<file path="src/rtl/tpll_div_pkg.sv">
// Shared constants and helpers for the Tiny-PLL multi-channel clock divider.
package tpll_div_pkg;

  // Smallest legal divisor; anything below is raised to this value.
  localparam int unsigned MIN_DIV = 2;

  // Duty modes.
  localparam logic MODE_HALF  = 1'b0;  // floor(D/2) high cycles
  localparam logic MODE_PULSE = 1'b1;  // single high cycle per period

  // Raise divisors below MIN_DIV to MIN_DIV. Callers truncate to their width.
  function automatic logic [31:0] clamp_div(input logic [31:0] div);
    return (div < 32'(MIN_DIV)) ? 32'(MIN_DIV) : div;
  endfunction

endpackage

</file>
<file path="src/rtl/div_channel.sv">
// One divider channel: period counter, active divisor/mode, and a single-entry
// shadow register that is applied only at a period boundary, start, or sync.
module div_channel
  import tpll_div_pkg::*;
#(
  parameter int unsigned WIDTH     = 16,
  parameter int unsigned RESET_DIV = 2
) (
  input  logic             clk_in,
  input  logic             rst_n,
  input  logic             wr,        // qualified config write for this channel
  input  logic [WIDTH-1:0] wr_div,
  input  logic             wr_pulse,
  input  logic             en,
  input  logic             sync,
  output logic             clk_out,
  output logic             tick,
  output logic             active,
  output logic             pending
);

  localparam logic [WIDTH-1:0] ResetDiv = WIDTH'(clamp_div(32'(RESET_DIV)));

  logic [WIDTH-1:0] cnt_q, cnt_d;
  logic [WIDTH-1:0] div_q, div_d;
  logic             mode_q, mode_d;
  logic [WIDTH-1:0] sh_div_q, sh_div_d;
  logic             sh_mode_q, sh_mode_d;
  logic             pend_q, pend_d;
  logic             clk_q, clk_d;
  logic             tick_q, tick_d;
  logic             active_q, active_d;

  logic [WIDTH-1:0] high_len;
  logic [WIDTH-1:0] cnt_inc;
  logic             at_bound;
  logic             apply;

  // Next-state: sync restart, idle start, boundary, or normal counting.
  always_comb begin
    cnt_d     = cnt_q;
    clk_d     = clk_q;
    tick_d    = 1'b0;
    active_d  = active_q;
    apply     = 1'b0;
    high_len  = (mode_q == MODE_PULSE) ? WIDTH'(1) : (div_q >> 1);
    cnt_inc   = cnt_q + WIDTH'(1);
    // >= rather than == keeps the counter bounded even if it ever got ahead.
    at_bound  = (cnt_q >= (div_q - WIDTH'(1)));

    if (active_q && en && sync) begin
      cnt_d    = '0;
      clk_d    = 1'b1;
      tick_d   = 1'b1;
      apply    = pend_q;
    end else if (!active_q) begin
      if (en) begin
        cnt_d    = '0;
        clk_d    = 1'b1;
        tick_d   = 1'b1;
        active_d = 1'b1;
        apply    = pend_q;
      end
    end else if (at_bound) begin
      apply = pend_q;
      cnt_d = '0;
      if (en) begin
        clk_d  = 1'b1;
        tick_d = 1'b1;
      end else begin
        // Stop only here, after a full period, so no runt pulse escapes.
        clk_d    = 1'b0;
        active_d = 1'b0;
      end
    end else begin
      cnt_d = cnt_inc;
      clk_d = (cnt_inc < high_len);
    end
  end

  // Shadow/pending update; a write can only land while nothing is pending, so
  // it never collides with an apply in the same cycle.
  always_comb begin
    div_d     = apply ? sh_div_q  : div_q;
    mode_d    = apply ? sh_mode_q : mode_q;
    sh_div_d  = sh_div_q;
    sh_mode_d = sh_mode_q;
    pend_d    = pend_q;
    if (apply) begin
      pend_d = 1'b0;
    end else if (wr && !pend_q) begin
      sh_div_d  = WIDTH'(clamp_div(32'(wr_div)));
      sh_mode_d = wr_pulse;
      pend_d    = 1'b1;
    end
  end

  // State registers.
  always_ff @(posedge clk_in or negedge rst_n) begin
    if (!rst_n) begin
      cnt_q     <= '0;
      div_q     <= ResetDiv;
      mode_q    <= MODE_HALF;
      sh_div_q  <= '0;
      sh_mode_q <= MODE_HALF;
      pend_q    <= 1'b0;
      clk_q     <= 1'b0;
      tick_q    <= 1'b0;
      active_q  <= 1'b0;
    end else begin
      cnt_q     <= cnt_d;
      div_q     <= div_d;
      mode_q    <= mode_d;
      sh_div_q  <= sh_div_d;
      sh_mode_q <= sh_mode_d;
      pend_q    <= pend_d;
      clk_q     <= clk_d;
      tick_q    <= tick_d;
      active_q  <= active_d;
    end
  end

  assign clk_out = clk_q;
  assign tick    = tick_q;
  assign active  = active_q;
  assign pending = pend_q;

endmodule

</file>
<file path="src/rtl/clk_divider_mc.sv">
// Multi-channel programmable integer clock divider. Decodes the config write
// onto one channel and replicates div_channel NCH times.
module clk_divider_mc
  import tpll_div_pkg::*;
#(
  parameter int unsigned NCH       = 4,
  parameter int unsigned WIDTH     = 16,
  parameter int unsigned RESET_DIV = 2,
  parameter int unsigned CH_W      = (NCH > 1) ? $clog2(NCH) : 1
) (
  input  logic             clk_in,
  input  logic             rst_n,
  input  logic             cfg_valid,
  output logic             cfg_ready,
  input  logic [CH_W-1:0]  cfg_ch,
  input  logic [WIDTH-1:0] cfg_div,
  input  logic             cfg_pulse,
  input  logic [NCH-1:0]   ch_en,
  input  logic             sync_in,
  output logic [NCH-1:0]   clk_out,
  output logic [NCH-1:0]   tick,
  output logic [NCH-1:0]   active
);

  localparam int unsigned NSEL = 1 << CH_W;

  logic [NCH-1:0]  pending;
  logic [NSEL-1:0] pend_ext;
  logic [NCH-1:0]  wr;
  logic            accept;

  // Unused channel slots read as not-pending, so writes to them are accepted
  // and match no channel.
  always_comb begin
    pend_ext          = '0;
    pend_ext[NCH-1:0] = pending;
    cfg_ready         = ~pend_ext[cfg_ch];
    accept            = cfg_valid && cfg_ready;
  end

  // One-hot write strobe per channel.
  always_comb begin
    wr = '0;
    for (int unsigned i = 0; i < NCH; i++) begin
      wr[i] = accept && (cfg_ch == CH_W'(i));
    end
  end

  for (genvar g = 0; g < NCH; g++) begin : g_ch
    div_channel #(
      .WIDTH     (WIDTH),
      .RESET_DIV (RESET_DIV)
    ) u_ch (
      .clk_in   (clk_in),
      .rst_n    (rst_n),
      .wr       (wr[g]),
      .wr_div   (cfg_div),
      .wr_pulse (cfg_pulse),
      .en       (ch_en[g]),
      .sync     (sync_in),
      .clk_out  (clk_out[g]),
      .tick     (tick[g]),
      .active   (active[g]),
      .pending  (pending[g])
    );
  end

endmodule

</file>
<file path="config.mk">
export PLATFORM = sky130hd
export DESIGN_NAME = clk_divider_mc
export DESIGN_NICKNAME = d
export VERILOG_FILES = /design/src/rtl/tpll_div_pkg.sv /design/src/rtl/div_channel.sv /design/src/rtl/clk_divider_mc.sv
export SDC_FILE = /design/constraint.sdc
export NUM_CORES = 1
export LEC_CHECK = 0
export BUFFER_PORTS_ARGS = -buffer_cell sky130_fd_sc_hd__buf_4
export CORE_AREA = 4 4 217 219
export CTS_BUF_LIST = sky130_fd_sc_hd__clkbuf_16
export CTS_CLUSTER_SIZE = 10
export DETAILED_ROUTE_END_ITERATION = 16
export DIE_AREA = 0 0 221 223
export PLACE_DENSITY = 0.42
export SYNTH_ARGS = -nofsm -noshare
export SYNTH_HDL_FRONTEND = slang
export SYNTH_SLANG_ARGS = --single-unit
export TNS_END_PERCENT = 20
</file>
<file path="constraint.sdc">
create_clock -name clk_in -period 9.35 [get_ports clk_in]
set_input_delay 0.4675 -clock clk_in [delete_from_list [all_inputs] [get_ports clk_in]]
set_output_delay 0.4675 -clock clk_in [all_outputs]
set_load 0.02 [all_outputs]
</file>
==> flow_summary.yaml <==
clock_tree:
  buffers_inserted_by_post_cts_timing_repair: 0
  root_buffer: "sky130_fd_sc_hd__clkbuf_16"
  cts.sink_count: 216
  worstSkewPairLatency_ns: 0.55
  clock_tree.buffer_depth: 3
  clk_pin_slew_ns: 0.05
  cts_tree: "yes"
  htreeDepth: 1
  cts_inserted_buffers: 28
placed_design:
  gp_congestion: 0.775
  post_dp_hpwl_um: 23400
  numPortBuffers: 39
yosys:
  synth_enable_flop_cells: 0
  post_synth_num_cell_types: 58
  postSynthAreaPerCell_um2: 10.5
  synthDominantAreaCellType: "sky130_fd_sc_hd__dfrtp_1"
  synth_seq_cells: 216
  postSynthCellCount: 1270
  yosys_warnings: 0
  synth.top_cell.area_share_pct: 39.7
  synth_top_cells_by_area: "sky130_fd_sc_hd__dfrtp_1, sky130_fd_sc_hd__ha_1, sky130_fd_sc_hd__mux2_2, sky130_fd_sc_hd__xnor2_1, sky130_fd_sc_hd__nand2b_1"
  synth_flop_cell: "sky130_fd_sc_hd__dfrtp_1"
  synth_nets: 1425
  synth_sequential_area_ratio_pct: 40.5
  synth_async_sr_flop_share_pct: 100
  syn_area_mm2: 0.0134
worst_setup_path:
  path_class: "flop to flop"
  reg2reg_setup_slack_ns: 4.80
  slowest_stage: "sky130_fd_sc_hd__and3_1"
  worst-path-max-fanout: 21
  max_stage_delay_ns: 0.89
  critPathCaptureType: "flop"
  timing.rr.start: "g_ch[1].u_ch.div_q[0]"
  worst_path_bufs_invs: 1
  critical_path.most_common_cell: "sky130_fd_sc_hd__nand2_1"
  crit_chain: "inv_1, ha_1, nand2_1, or2_2, nor3_1, nand2_1, nor4_1, xnor2_1, ha_1, o2111a_1, nand2_1, o21ai_2, a21o_1, and3_1, mux2_2"
  destination_of_the_worst_register_to_register_timing_path: "g_ch[1].u_ch.div_q[3]"
  cp_data_required_time_ns: 9.78
  critical_path.top_delay_family: "simple AND/OR/NAND/NOR gates"
  crit_path_start_kind: "flop"
  cp_data_arrival_time_ns: 4.98
  worst_r2r_path_depth: 15
route:
  routed_antenna_nets: 0
  drc: 0
  route.vias.total: 9288
  dr.pass1.iters: 4
  drt_wl_total_um: 31900
  starting_drc_count_in_detailed_routing: 365
  wl_per_cell_um: 16.6
  drt-vias-per-instance: 4.83
worst_hold_path:
  hold_start: "ch_en[0]"
  min_path_cells: 2
  worstHoldPathType: "input pin to flop"
  min_delay_worst_endpoint: "g_ch[0].u_ch.active"
flow_run:
  number_of_maximum_capacitance_constraint_violations: 0
floorplan:
  core_area_mm2: 0.0451
  row_cnt: 78
  fp.dieArea_mm2: 0.0493
  initial_utilization_pct: 29.6
  ioPinCount: 40
  height_of_the_die_um: 223
  die_w_um: 221
grt:
  grt_max_degree: 77
  grtUsageTotal_pct: 13.0
  first_global_vias: 9736
  congestion_overflow_gr: 0
  first_pass_grt_wire_length_um: 53100
  initial_antenna_violation_count: 0
timing:
  worst_slew_margin_rel_pct: 19.6
  final.period_utilization_pct: 48.6
  finalHoldViolCount: 0
  final.min_clock_period_ns: 4.55
  setup-tns-final_ns: 0
  max_clock_freq_mhz: 220
  rsz0062_at_grt: "no"
  worst-slew-pin-transition_ns: 1.20
  setup-violations-final: 0
  timing.final.max_slew_violations: 0
  skew_ns: 0.0172
layout:
  finalNetCount: 1455
  area_growth_synth_to_finish_pct: 12.7
  drive_above_1_share_pct: 17.3
power_and_ir_drop:
  power_mw: 3.91
  ir_worst_vdd_v: 0.000150
  total_leakage_power_nw: 6.84
  powerDensity_mw_per_mm2: 259
run_status:
  result_of_the_run: "finished clean"
[area by class of cell]
cell class / instances / area, µm²
sequential: 216 / 5410
inverter: 28 / 105
tap: 600 / 751
multi-input combinational: 978 / 7600
clock buffer: 29 / 726
fill: 4660 / 30000
clock inverter: 22 / 91.3
timing repair buffer: 48 / 370
antenna: 1 / 2.50
[worst max path at each step]
stage | end | slack [ns] | from | depth (start not counted)
floorplan | g_ch[2].u_ch.div_q[10] | 5.55 | g_ch[2].u_ch.div_q[0] | 17
global placement | g_ch[1].u_ch.div_q[2] | 4.81 | g_ch[1].u_ch.div_q[0] | 15
detailed placement | g_ch[1].u_ch.div_q[4] | 4.75 | g_ch[1].u_ch.div_q[0] | 15
CTS | g_ch[1].u_ch.div_q[3] | 4.73 | g_ch[1].u_ch.div_q[0] | 15
global route | g_ch[1].u_ch.div_q[2] | 4.34 | g_ch[1].u_ch.div_q[0] | 15
finish | g_ch[1].u_ch.div_q[3] | 4.80 | g_ch[1].u_ch.div_q[0] | 15
[registers in the layout, summed over array words and instances, names as in the netlist]
register             cells
g_ch.u_ch.active         4
g_ch.u_ch.mode_q         4
g_ch.u_ch.sh_div_q      64
g_ch.u_ch.pending        4
g_ch.u_ch.sh_mode_q      4
g_ch.u_ch.div_q         64
g_ch.u_ch.clk_out        4
g_ch.u_ch.tick           4
g_ch.u_ch.cnt_q         64
[timing repair]
action | CTS | global route
resized for setup | 0 | 0
hold buffers | 1 | 0
hold endpoints to repair | 69 | 0
[cell usage in the layout, fill, tap and decap left out, types with 15 or more instances in the layout]
cell type / n
sky130_fd_sc_hd__xor2_1: 35
sky130_fd_sc_hd__mux2_4: 17
sky130_fd_sc_hd__a22o_1: 29
sky130_fd_sc_hd__and3_1: 17
sky130_fd_sc_hd__ha_1: 128
sky130_fd_sc_hd__nor2_1: 64
sky130_fd_sc_hd__buf_4: 46
sky130_fd_sc_hd__clkbuf_16: 29
sky130_fd_sc_hd__nor3_1: 24
sky130_fd_sc_hd__nand4_1: 15
sky130_fd_sc_hd__inv_1: 41
sky130_fd_sc_hd__a21o_1: 32
sky130_fd_sc_hd__nand2b_1: 77
sky130_fd_sc_hd__o21ai_0: 52
sky130_fd_sc_hd__nor4_1: 20
sky130_fd_sc_hd__nand3_1: 36
sky130_fd_sc_hd__xnor2_1: 73
sky130_fd_sc_hd__a21oi_1: 47
sky130_fd_sc_hd__nand2_1: 98
sky130_fd_sc_hd__dfrtp_1: 212
sky130_fd_sc_hd__mux2_2: 111
[cell families after synthesis]
| logic type | share of synthesized area, % |
|---|---|
| muxes | 11.6 |
| AOI/OAI and AO/OA | 10.4 |
| and+or+nand+nor | 15.8 |
| DFF | 40.5 |
| buffers and inverters | 2.74 |
| xor gates and xnor gates | 7.08 |
| adders and majority gates | 12.0 |
[through the flow]
step                      hold WS, ns  utilization (%)  worst slack [ns]  instance area (µm²)  std cells
final                           0.154             33.4              4.80                15100       1922
after global routing            0.140             33.4              4.34                15100       1921
after CTS                       0.108             33.4              4.73                15100       1921
after detailed placement        0.469             31.6              4.75                14200       1869
after global placement          0.467             31.6              4.81                14200       1869
after floorplan                 0.172                -              5.55                13400       1270
[cells in the mapped netlist, types with 17 or more instances]
master / number
sky130_fd_sc_hd__mux2_4: 17
sky130_fd_sc_hd__inv_1: 28
sky130_fd_sc_hd__clkbuf_1: 26
sky130_fd_sc_hd__a21oi_1: 47
sky130_fd_sc_hd__xnor2_1: 73
sky130_fd_sc_hd__ha_1: 128
sky130_fd_sc_hd__nand2b_1: 77
sky130_fd_sc_hd__o21ai_0: 52
sky130_fd_sc_hd__nor4_1: 20
sky130_fd_sc_hd__dfrtp_1: 212
sky130_fd_sc_hd__nand3_1: 36
sky130_fd_sc_hd__xor2_1: 35
sky130_fd_sc_hd__a21o_1: 32
sky130_fd_sc_hd__mux2_2: 111
sky130_fd_sc_hd__and3_1: 17
sky130_fd_sc_hd__a22o_1: 29
sky130_fd_sc_hd__nand2_1: 98
sky130_fd_sc_hd__nor3_1: 25
sky130_fd_sc_hd__nor2_1: 64
[metal layers]
metal  wire, µm  up-vias  global-route usage [%]
met2      14800       95                    21.5
li1           -     4618                       -
met3       1090       37                    2.29
met5          0        -                       0
met1      15300     4538                    17.9
met4        693        0                    2.80
[report_power, final]
group          internal (mW)  switching (mW)
logic                  0.729           0.629
registers               1.24           0.349
clock network          0.552           0.406
total                   2.52            1.38
[worst register-to-register path: cells and delay by family, from the launching register on]
kind / cells / cell delay, ns
buffers and inverters: 1 / 0.12
and+or+nand+nor: 7 / 2.04
AOI/OAI and AO/OA: 3 / 0.87
muxes: 1 / 0.42
xor gates and xnor gates: 1 / 0.11
adders and majority gates: 2 / 0.50
DFF: 1 / 0.38
Note: power is estimated with default switching activity, not from simulation.
